--- config.mk ---
export PLATFORM = sky130hd
export DESIGN_NAME = lfsr_scrambler_par
export DESIGN_NICKNAME = d
export VERILOG_FILES = /design/src/rtl/lfsr_scrambler_par.sv
export SDC_FILE = /design/constraint.sdc
export NUM_CORES = 1
export LEC_CHECK = 0
export CAP_MARGIN = 20
export CORE_UTILIZATION = 35
export DETAILED_ROUTE_END_ITERATION = 7
export PLACE_DENSITY = 0.65
export SLEW_MARGIN = 20
export SYNTH_ARGS = -nofsm -noshare
export SYNTH_HDL_FRONTEND = slang
export SYNTH_SLANG_ARGS = --single-unit
--- constraint.sdc ---
create_clock -name clk_i -period 2.89 [get_ports clk_i]
set_clock_uncertainty 0.2 [all_clocks]
set_input_delay 0.578 -clock clk_i [delete_from_list [all_inputs] [get_ports clk_i]]
set_output_delay 0.578 -clock clk_i [all_outputs]
set_load 0.05 [all_outputs]
--- src/rtl/lfsr_scrambler_par.sv ---
// rtl/lfsr_scrambler_par.sv - parallel LFSR scrambler/descrambler, DATA_W bits per beat
// Additive or self-synchronising mode, single output register stage with valid/ready.
module lfsr_scrambler_par #(
  parameter int                DATA_W = 8,
  parameter int                LFSR_W = 7,
  parameter logic [LFSR_W-1:0] POLY   = 7'h60,
  parameter logic [LFSR_W-1:0] SEED   = 7'h7F,
  parameter int                MODE   = 0,
  parameter int                DESCR  = 0
) (
  input  logic              clk_i,
  input  logic              rst_i,
  input  logic              seed_load_i,
  input  logic [LFSR_W-1:0] seed_i,
  input  logic              s_valid_i,
  output logic              s_ready_o,
  input  logic [DATA_W-1:0] s_data_i,
  output logic              m_valid_o,
  input  logic              m_ready_i,
  output logic [DATA_W-1:0] m_data_o,
  output logic [LFSR_W-1:0] state_o
);

  logic [LFSR_W-1:0] state_q, state_d;
  logic              m_valid_q, m_valid_d;
  logic [DATA_W-1:0] m_data_q, m_data_d;

  logic [LFSR_W-1:0] scr_state;
  logic [DATA_W-1:0] scr_data;
  logic              fb;
  logic              shift_in;
  logic              accept;

  // Unrolled bit-serial recurrence: bit 0 sees the current state, bit DATA_W-1 the most advanced.
  always_comb begin
    scr_state = state_q;
    scr_data  = '0;
    fb        = 1'b0;
    shift_in  = 1'b0;
    for (int i = 0; i < DATA_W; i++) begin
      fb          = ^(scr_state & POLY);
      scr_data[i] = s_data_i[i] ^ fb;
      if (MODE == 0)
        shift_in = fb;
      else if (DESCR == 0)
        shift_in = scr_data[i];
      else
        shift_in = s_data_i[i];
      scr_state = {scr_state[LFSR_W-2:0], shift_in};
    end
  end

  assign s_ready_o = ~rst_i & ~seed_load_i & (~m_valid_q | m_ready_i);
  assign accept    = s_valid_i & s_ready_o;

  always_comb begin
    state_d   = state_q;
    m_valid_d = m_valid_q;
    m_data_d  = m_data_q;
    if (seed_load_i) begin
      // An all-zero additive LFSR would never leave zero, so fall back to SEED.
      if (MODE == 0 && seed_i == '0)
        state_d = SEED;
      else
        state_d = seed_i;
    end else if (accept) begin
      state_d = scr_state;
    end
    if (accept) begin
      m_valid_d = 1'b1;
      m_data_d  = scr_data;
    end else if (m_ready_i) begin
      m_valid_d = 1'b0;
    end
  end

  always_ff @(posedge clk_i) begin
    if (rst_i) begin
      state_q   <= SEED;
      m_valid_q <= 1'b0;
      m_data_q  <= '0;
    end else begin
      state_q   <= state_d;
      m_valid_q <= m_valid_d;
      m_data_q  <= m_data_d;
    end
  end

  assign m_valid_o = m_valid_q;
  assign m_data_o  = m_data_q;
  assign state_o   = state_q;

endmodule

; After elaboration in Yosys (flattened, before gate mapping)
; Cells that the tools add are included.
[word_totals]
ff_bits = 16
input_bits = 20
elab_cells = 34
[op_classes]
muxes = 5
bitwise = 15
n_reduce_logical = 11
[ops]
columns = operator, count
row1 = parity 7 bit, 8
row2 = 2-to-1 mux 7 bit, 3
row3 = bitwise XOR 1 bit, 8
row4 = zero test 7 bit, 1
row5 = nonzero test 2 bit, 2
row6 = AND 1 bit, 3
row7 = NOT 1 bit, 3
row8 = 2-to-1 mux 1 bit, 2
row9 = OR 1 bit, 1

; Depth between registers and ports, before layout
; Gate-level depths: netlist of the first run.
[depth]
depth_word = 6
depth_mapped = 6
mapped_depth_nobuf = 3

; Worst setup path before layout of the first run
; No wires, ideal clock.
[synth_timing]
kind = register -> output
from = register m_valid_q (netlist: m_valid_o)
to = output s_ready_o
arrival_time_ps = 1881
required_time_ps = 2112
slack_ps = 231
stages_incl_launch_ff = 4
n_path_buf = 1
cell_sequence = dfxtp_1 nor2b_1 buf_2 nor3_1
[synth_between]
elab_chain_cells = 3
[synth_lines]
columns = element, line_no
row1 = from (decl), 25  ; logic m_valid_q, m_valid_d;
row2 = from (signal assigned), 84  ; m_valid_q <= m_valid_d;
row3 = NOT 1 bit, 53  ; assign s_ready_o = ~rst_i & ~seed_load_i & (~m_valid_q | m_ready_i);
row4 = OR 1 bit, 53
row5 = AND 1 bit, 53
row6 = to (decl), 16  ; output logic s_ready_o,
; No other way between the ends.

; Final worst setup path of the first run
[layout_timing]
from = input seed_load_i
to = output s_ready_o
[layout_between]
elab_chain_cells = 3
[layout_lines]
columns = element, line_no
row1 = from (decl), 13  ; input logic seed_load_i,
row2 = NOT 1 bit, 53
row3 = AND 1 bit (2 in series), 53
; No other way between the ends.

==> results of run 1 <==
## kinds of logic (layout without fill, tap and decap cells)
logic type / Yosys count / in the layout / synth area share
buffers and inverters: 8 / 43 / 0.0497
AND/OR/NAND/NOR: 18 / 18 / 0.120
flip-flops: 16 / 16 / 0.354
XOR/XNOR: 16 / 16 / 0.170
multiplexers: 8 / 8 / 0.0884
AO/OA/AOI/OAI: 23 / 23 / 0.218
## layer usage
metal,vias up,track usage,wire length (um)
li1,401,-,-
met1,362,0.195,1010
met2,32,0.253,976
met3,5,0.0287,110
met4,0,0.132,60
met5,-,0,0
## Yosys cell counts, drive strengths merged
cell type,number,share of area
a211o,5,0.048
a211oi,2,0.017
a21o,1,0.0083
a21oi,1,0.0055
a221o,5,0.055
a31o,1,0.0097
buf,5,0.037
clkbuf,1,0.0041
dfxtp,16,0.35
inv,2,0.0083
mux2i,8,0.088
nand2,8,0.033
nand2b,2,0.014
nor2,2,0.0083
nor2b,2,0.014
nor3,3,0.028
nor4,1,0.023
o211ai,2,0.017
o311ai,2,0.019
o31ai,4,0.039
xnor2,7,0.068
xnor3,1,0.025
xor2,8,0.077
## worst max path at each step
stage                                start  slack [ns]                  endpoint
finish                         seed_load_i        0.45                 s_ready_o
global route                   seed_load_i        0.37                 s_ready_o
CTS                            seed_load_i        0.44                 s_ready_o
detailed placement                   rst_i        0.45  m_data_o[7]$_SDFFE_PP0P_
global placement                     rst_i        0.49  m_data_o[6]$_SDFFE_PP0P_
floorplan           m_valid_o$_SDFFE_PP0P_        0.23                 s_ready_o
## registers in the layout (all words and copies together), names as in the netlist
signal	flops
m_data_o	8
m_valid_o	1
state_o	7
## power groups by stage
stage	Sequential (W)	Clock, W	Combinational, W
floorplan	0.000329	0	0.0000896
global placement	0.000265	0	0.000239
detailed placement	0.000265	0	0.000240
CTS	0.000260	0.000124	0.000241
global route	0.000262	0.000136	0.000253
finish	0.000260	0.000119	0.000238
## final cells by class
cell class                 count  area [um2]
multi-input combinational     65         541
clock buffer                   3        22.5
sequential                    16         320
fill                         230        1150
tap                           30        37.5
inverter                       2        7.51
timing repair buffer          38         373
## placed cells by master (no fill, tap or decap), drive strengths merged
cell type,Yosys,final
o31ai,4,4
xnor2,7,7
clkbuf,1,3
mux2i,8,8
a211oi,2,2
nor4,1,1
clkdlybuf4s50,0,35
o211ai,2,2
inv,2,2
a221o,5,5
xor2,8,8
a21oi,1,1
nor3,3,3
nand2,8,8
o311ai,2,2
dfxtp,16,16
a21o,1,1
xnor3,1,1
nor2,2,2
buf,5,3
a31o,1,1
a211o,5,5
nand2b,2,2
nor2b,2,2
## metrics by stage
step	util	area, um2	std cells	setup WS (ns)
floorplan	-	906	89	0.231
global placement	0.521	1280	151	0.489
detailed placement	0.521	1280	151	0.450
CTS	0.530	1300	154	0.445
global route	0.530	1300	154	0.374
finish	0.530	1300	154	0.454
## worst max-delay path, cell delays in order
cell	delay, ns
clkdlybuf4s50_1	0.56
nor3_1	0.28
buf_4	0.24
==> impl_results.md, run 1 <==
- Total CTS buffers: 3
- Starting Density: 0.369
- Fin crit period: ~2.4 ns
- Final wirelength: around 2200 um
- FF+latch count, synth: 16
- Crit path DAT: 1.66 ns
- Layout cell share with drive strength beyond 1: 0.0887
- Critical setup path kind: input pin to output pin
- Die Footprint: 2800 um2
- Setup TNS Final: 0 ns
- Crit path required time: around 2.1 ns
- I/O Pins: 37
- Die Y: approximately 53 um
- Row count: 18
- Final hold viol count: 0
- Clock power share: 0.192
- Hold path start: m_data_o[3]$_SDFFE_PP0P_
- RD Place Congestion: between 0.7 and 0.8
- Sw Share: 0.364
- Iteration-0 DRC Markers: 10
- PostCTS Resize Cnt: 0
- CTS max path bufs: 2
- Post-layout nets: about 150
- Vias: 800
- Leakage: roughly 0.48 nW
- Root buffer cell: clkbuf_4
- Die Span X: between 50 and 60 um
- Worst slew pin tran: a little over 0.5 ns
- R2R Path End: state_o[1]$_SDFFE_PP1P_
- Detailed placer's ending HPWL: roughly 1600 um
- RR Startpoint: state_o[5]$_SDFFE_PP1P_
- Status: completed
- Fmax: around 410 MHz
- Hold Path Stages: 2
- TritonCTS clock tree: done
- DRC Markers: 0
- WL per Instance: ~14 um
- CP max FO: 7
- CTS clock-pin slew for the worst setup and hold paths: approximately 0.09 ns
- Postcts setup bufs: 0
- Clock sink total: 16
- Unrepaired setup endpoints after global routing: false
- Worst Hold Slack: ~0.27 ns
- Mapped Nets: roughly 110
- Syn avg cell area: around 10 um2
- Synth Warn #: 0
- Final Setup Violations: 0
- H-tree Lvls: 1
- Sequential power share: 0.421
- Internal cell power: 0.000392 W
- Via/cell ratio: 5.19
- Grt ovf: 0
- Pwr dens: 474 nW/um2
- Reg-to-reg slack, setup: roughly 1.3 ns
- Slew Limit Headroom: 0.656
- Worst hold endpoint: m_data_o[3]$_SDFFE_PP0P_
- # diodes: 0
- Pwr Total: 0.000617 W
- Port-buffer cells: 36
- GRT Util Overall: 0.163
- Number of iterations in the first detailed-routing pass: 4
- Critical path capture point type: output pin
- Crit start category: input pin
- Antenna viol nets, final: 0
- Seq/Total Area, Yosys: 0.354
- Core Box Area: 2450 um2
- Max Cap Viol: 0
- Mapped Cells: between 80 and 90
- Peak VDD IR: just under 0.0003 V
- Vias in the first global route: between 700 and 800
- Switching pwr: roughly 0.00022 W
- Worst min path class: register to register
- Final Max Slew Viols: 0
- Largest net degree at the start of global routing: 14
- Mapped Area: between 900 and 1000 um2
- Hold buffers post-CTS: 0
- Distinct cells, synth: 28
- R2R cell count: 3
- Combinational power share: 0.387
- Initial antenna violation count: 0
- Clk_lat worst skew: approximately 0.29 ns
- Syn-to-layout area delta: 43.6%
- Fin crit share: 0.843
- First-pass GRT wire length: approximately 3200 um
Note: power is estimated with default switching activity, not from simulation.
==> run 2: changes to the inputs <==
==> constraint.sdc (replaced) <==
create_clock -name clk_i -period 2.44 [get_ports clk_i]
set_clock_uncertainty 0.2 [all_clocks]
set_input_delay 0.488 -clock clk_i [delete_from_list [all_inputs] [get_ports clk_i]]
set_output_delay 0.488 -clock clk_i [all_outputs]
set_load 0.05 [all_outputs]
==> run 2 against run 1 <==
  * Final cell count rose by 1.9%
  * Clock-buffer cell count unchanged
  * Critical endpoint is now state_o[5]
  * Combinational power is 21% higher
  * Global-route usage increased by 0.96 points
  * Highest routed layer unchanged
  * Sequential share of layout area is 0.51 points lower
  * Worst hold slack got worse by 0.0083 ns
  * Power up 18%
  * Via count rose by 0.13%
  * Critical path depth decreased by 2
  * Routed wire length decreased by 0.28%
==> impl_results.md, run 2 (synthesis gave the netlist of run 1 again) <==
- Status: completed
- Final Max Slew Viols: 0
- GRT Util Overall: 0.173
- CP Buf/Inv Count: 1
- Crit path max-delay family: buffers and inverters
- Combinational power share: 0.394
- Post-layout nets: roughly 150
- Setup TNS Final: 0 ns
- Via/cell ratio: 5.10
- CP max FO: 5
- Leakage: 0.495 nW
- Die Footprint: between 2000 and 3000 um2
- CTS max path bufs: 2
- Switching pwr: 0.000262 W
- Sw Share: 0.359
- Worst slew pin tran: about 0.5 ns
- Final hold viol count: 0
- Crit-path max cell delay: approximately 0.85 ns
- # diodes: 0
- Clock power share: 0.186
- Starting Density: 0.369
- Antenna viol nets, final: 0
- Die Span X: around 53 um
- Number of iterations in the first detailed-routing pass: 4
- DRC Markers: 0
- Sequential power share: 0.421
- RD Place Congestion: 0.852
- First-pass GRT wire length: 3510 um
- Final Setup Violations: 0
- Total CTS buffers: 3
- Pwr Total: approximately 0.00073 W
- TritonCTS clock tree: done
- Unrepaired setup endpoints after global routing: false
- Iteration-0 DRC Markers: 8
- Commonest non-fill, non-tap cell in the layout: clkdlybuf4s50_1
- Pwr dens: between 500 and 600 nW/um2
- Placed Cells: between 150 and 200
- Hold buffers post-CTS: 0
- Detailed placer's ending HPWL: between 1500 and 2000 um
- Slew Limit Headroom: 0.658
- Postcts setup bufs: 0
- CTS clock-pin slew for the worst setup and hold paths: ~0.090 ns
- Largest net degree at the start of global routing: 14
- Die Y: approximately 53 um
- Fin crit period: ~2.3 ns
- Most frequent cells in the layout: 35 x clkdlybuf4s50_1, 16 x dfxtp_1, 8 x nand2_1, 8 x xor2_1, 8 x mux2i_1
- Fill cells: 232
- Root buffer cell: clkbuf_4
- PostCTS Resize Cnt: 0
- Crit start category: register
- Initial antenna violation count: 0
- Critical setup path kind: register to output pin
- WL per Instance: around 14 um
- Max Cap Viol: 0
- Worst min path class: register to register
- Slowest cell on the critical path: clkdlybuf4s50_1
- Syn-to-layout area delta: 46.7%
- Layout cell share with drive strength beyond 1: 0.118
- Grt ovf: 0
- Core Box Area: 2450 um2
- Clock sink total: 16
- Crit path DAT: ~1.6 ns
- Fin crit share: 0.941
- Crit path required time: around 1.8 ns
- Count of non-filler cells in the finished layout: 157
- Max reg flops: 8
- Clk_lat worst skew: ~0.28 ns
- H-tree Lvls: 1
- Peak VDD IR: around 0.00028 V
- Row count: 18
- Vias in the first global route: approximately 750
- Internal cell power: about 0.00047 W
- Critical path capture point type: output pin
- I/O Pins: 37
- Vias: ~800
- Port-buffer cells: 36
- Final wirelength: 2150 um
- Fmax: roughly 440 MHz
- Worst-path cell chain: clkdlybuf4s50_1
-- run 2: per-layer routing --
layer,part of all wire,track usage,up-vias
met5,0,0,-
met4,0.0079,0.0789,0
met3,0.034,0.0172,2
met2,0.48,0.274,23
met1,0.48,0.234,364
li1,-,-,412
-- run 2: power by group through the flow --
stage	clock [W]	sequential [W]	combinational (W)
6_report	0.000135	0.000307	0.000287
5_1_grt	0.000150	0.000311	0.000306
4_1_cts	0.000144	0.000308	0.000289
3_5_place_dp	0	0.000314	0.000288
3_3_place_gp	0	0.000312	0.000286
2_1_floorplan	0	0.000389	0.000107
-- run 2: stage by stage --
| step | setup WS (ns) | hold WS (ns) | cell area [um2] | util |
|---|---|---|---|---|
| 3_3_place_gp | 0.185 | 0.241 | 1310 | 0.532 |
| 4_1_cts | 0.122 | 0.263 | 1330 | 0.541 |
| 2_1_floorplan | 0.306 | 0.469 | 911 | - |
| 3_5_place_dp | 0.181 | 0.249 | 1310 | 0.532 |
| 5_1_grt | 0.0696 | 0.281 | 1330 | 0.541 |
| 6_report | 0.143 | 0.257 | 1330 | 0.541 |
-- run 2: layout make-up --
cell class,count,area (um2),area share
Timing Repair Buffer,41,395,0.298
Sequential cell,16,320,0.241
Multi-Input combinational cell,65,546,0.411
Tap cell,30,37.5,0.0282
Clock buffer,3,22.5,0.0169
Inverter,2,7.51,0.00565
-- run 2: worst paths after layout --
| check | from | endpoint | slack [ns] | depth (start not counted) |
|---|---|---|---|---|
| worst min-delay path | m_data_o[3]$_SDFFE_PP0P_ | m_data_o[3]$_SDFFE_PP0P_ | 0.26 | 2 |
| worst max-delay path | state_o[5]$_SDFFE_PP1P_ | state_o[5] | 0.14 | 1 |
| worst max register to register | m_valid_o$_SDFFE_PP0P_ | m_data_o[6]$_SDFFE_PP0P_ | 0.82 | 5 |
| worst min register to register | m_data_o[3]$_SDFFE_PP0P_ | m_data_o[3]$_SDFFE_PP0P_ | 0.26 | 2 |
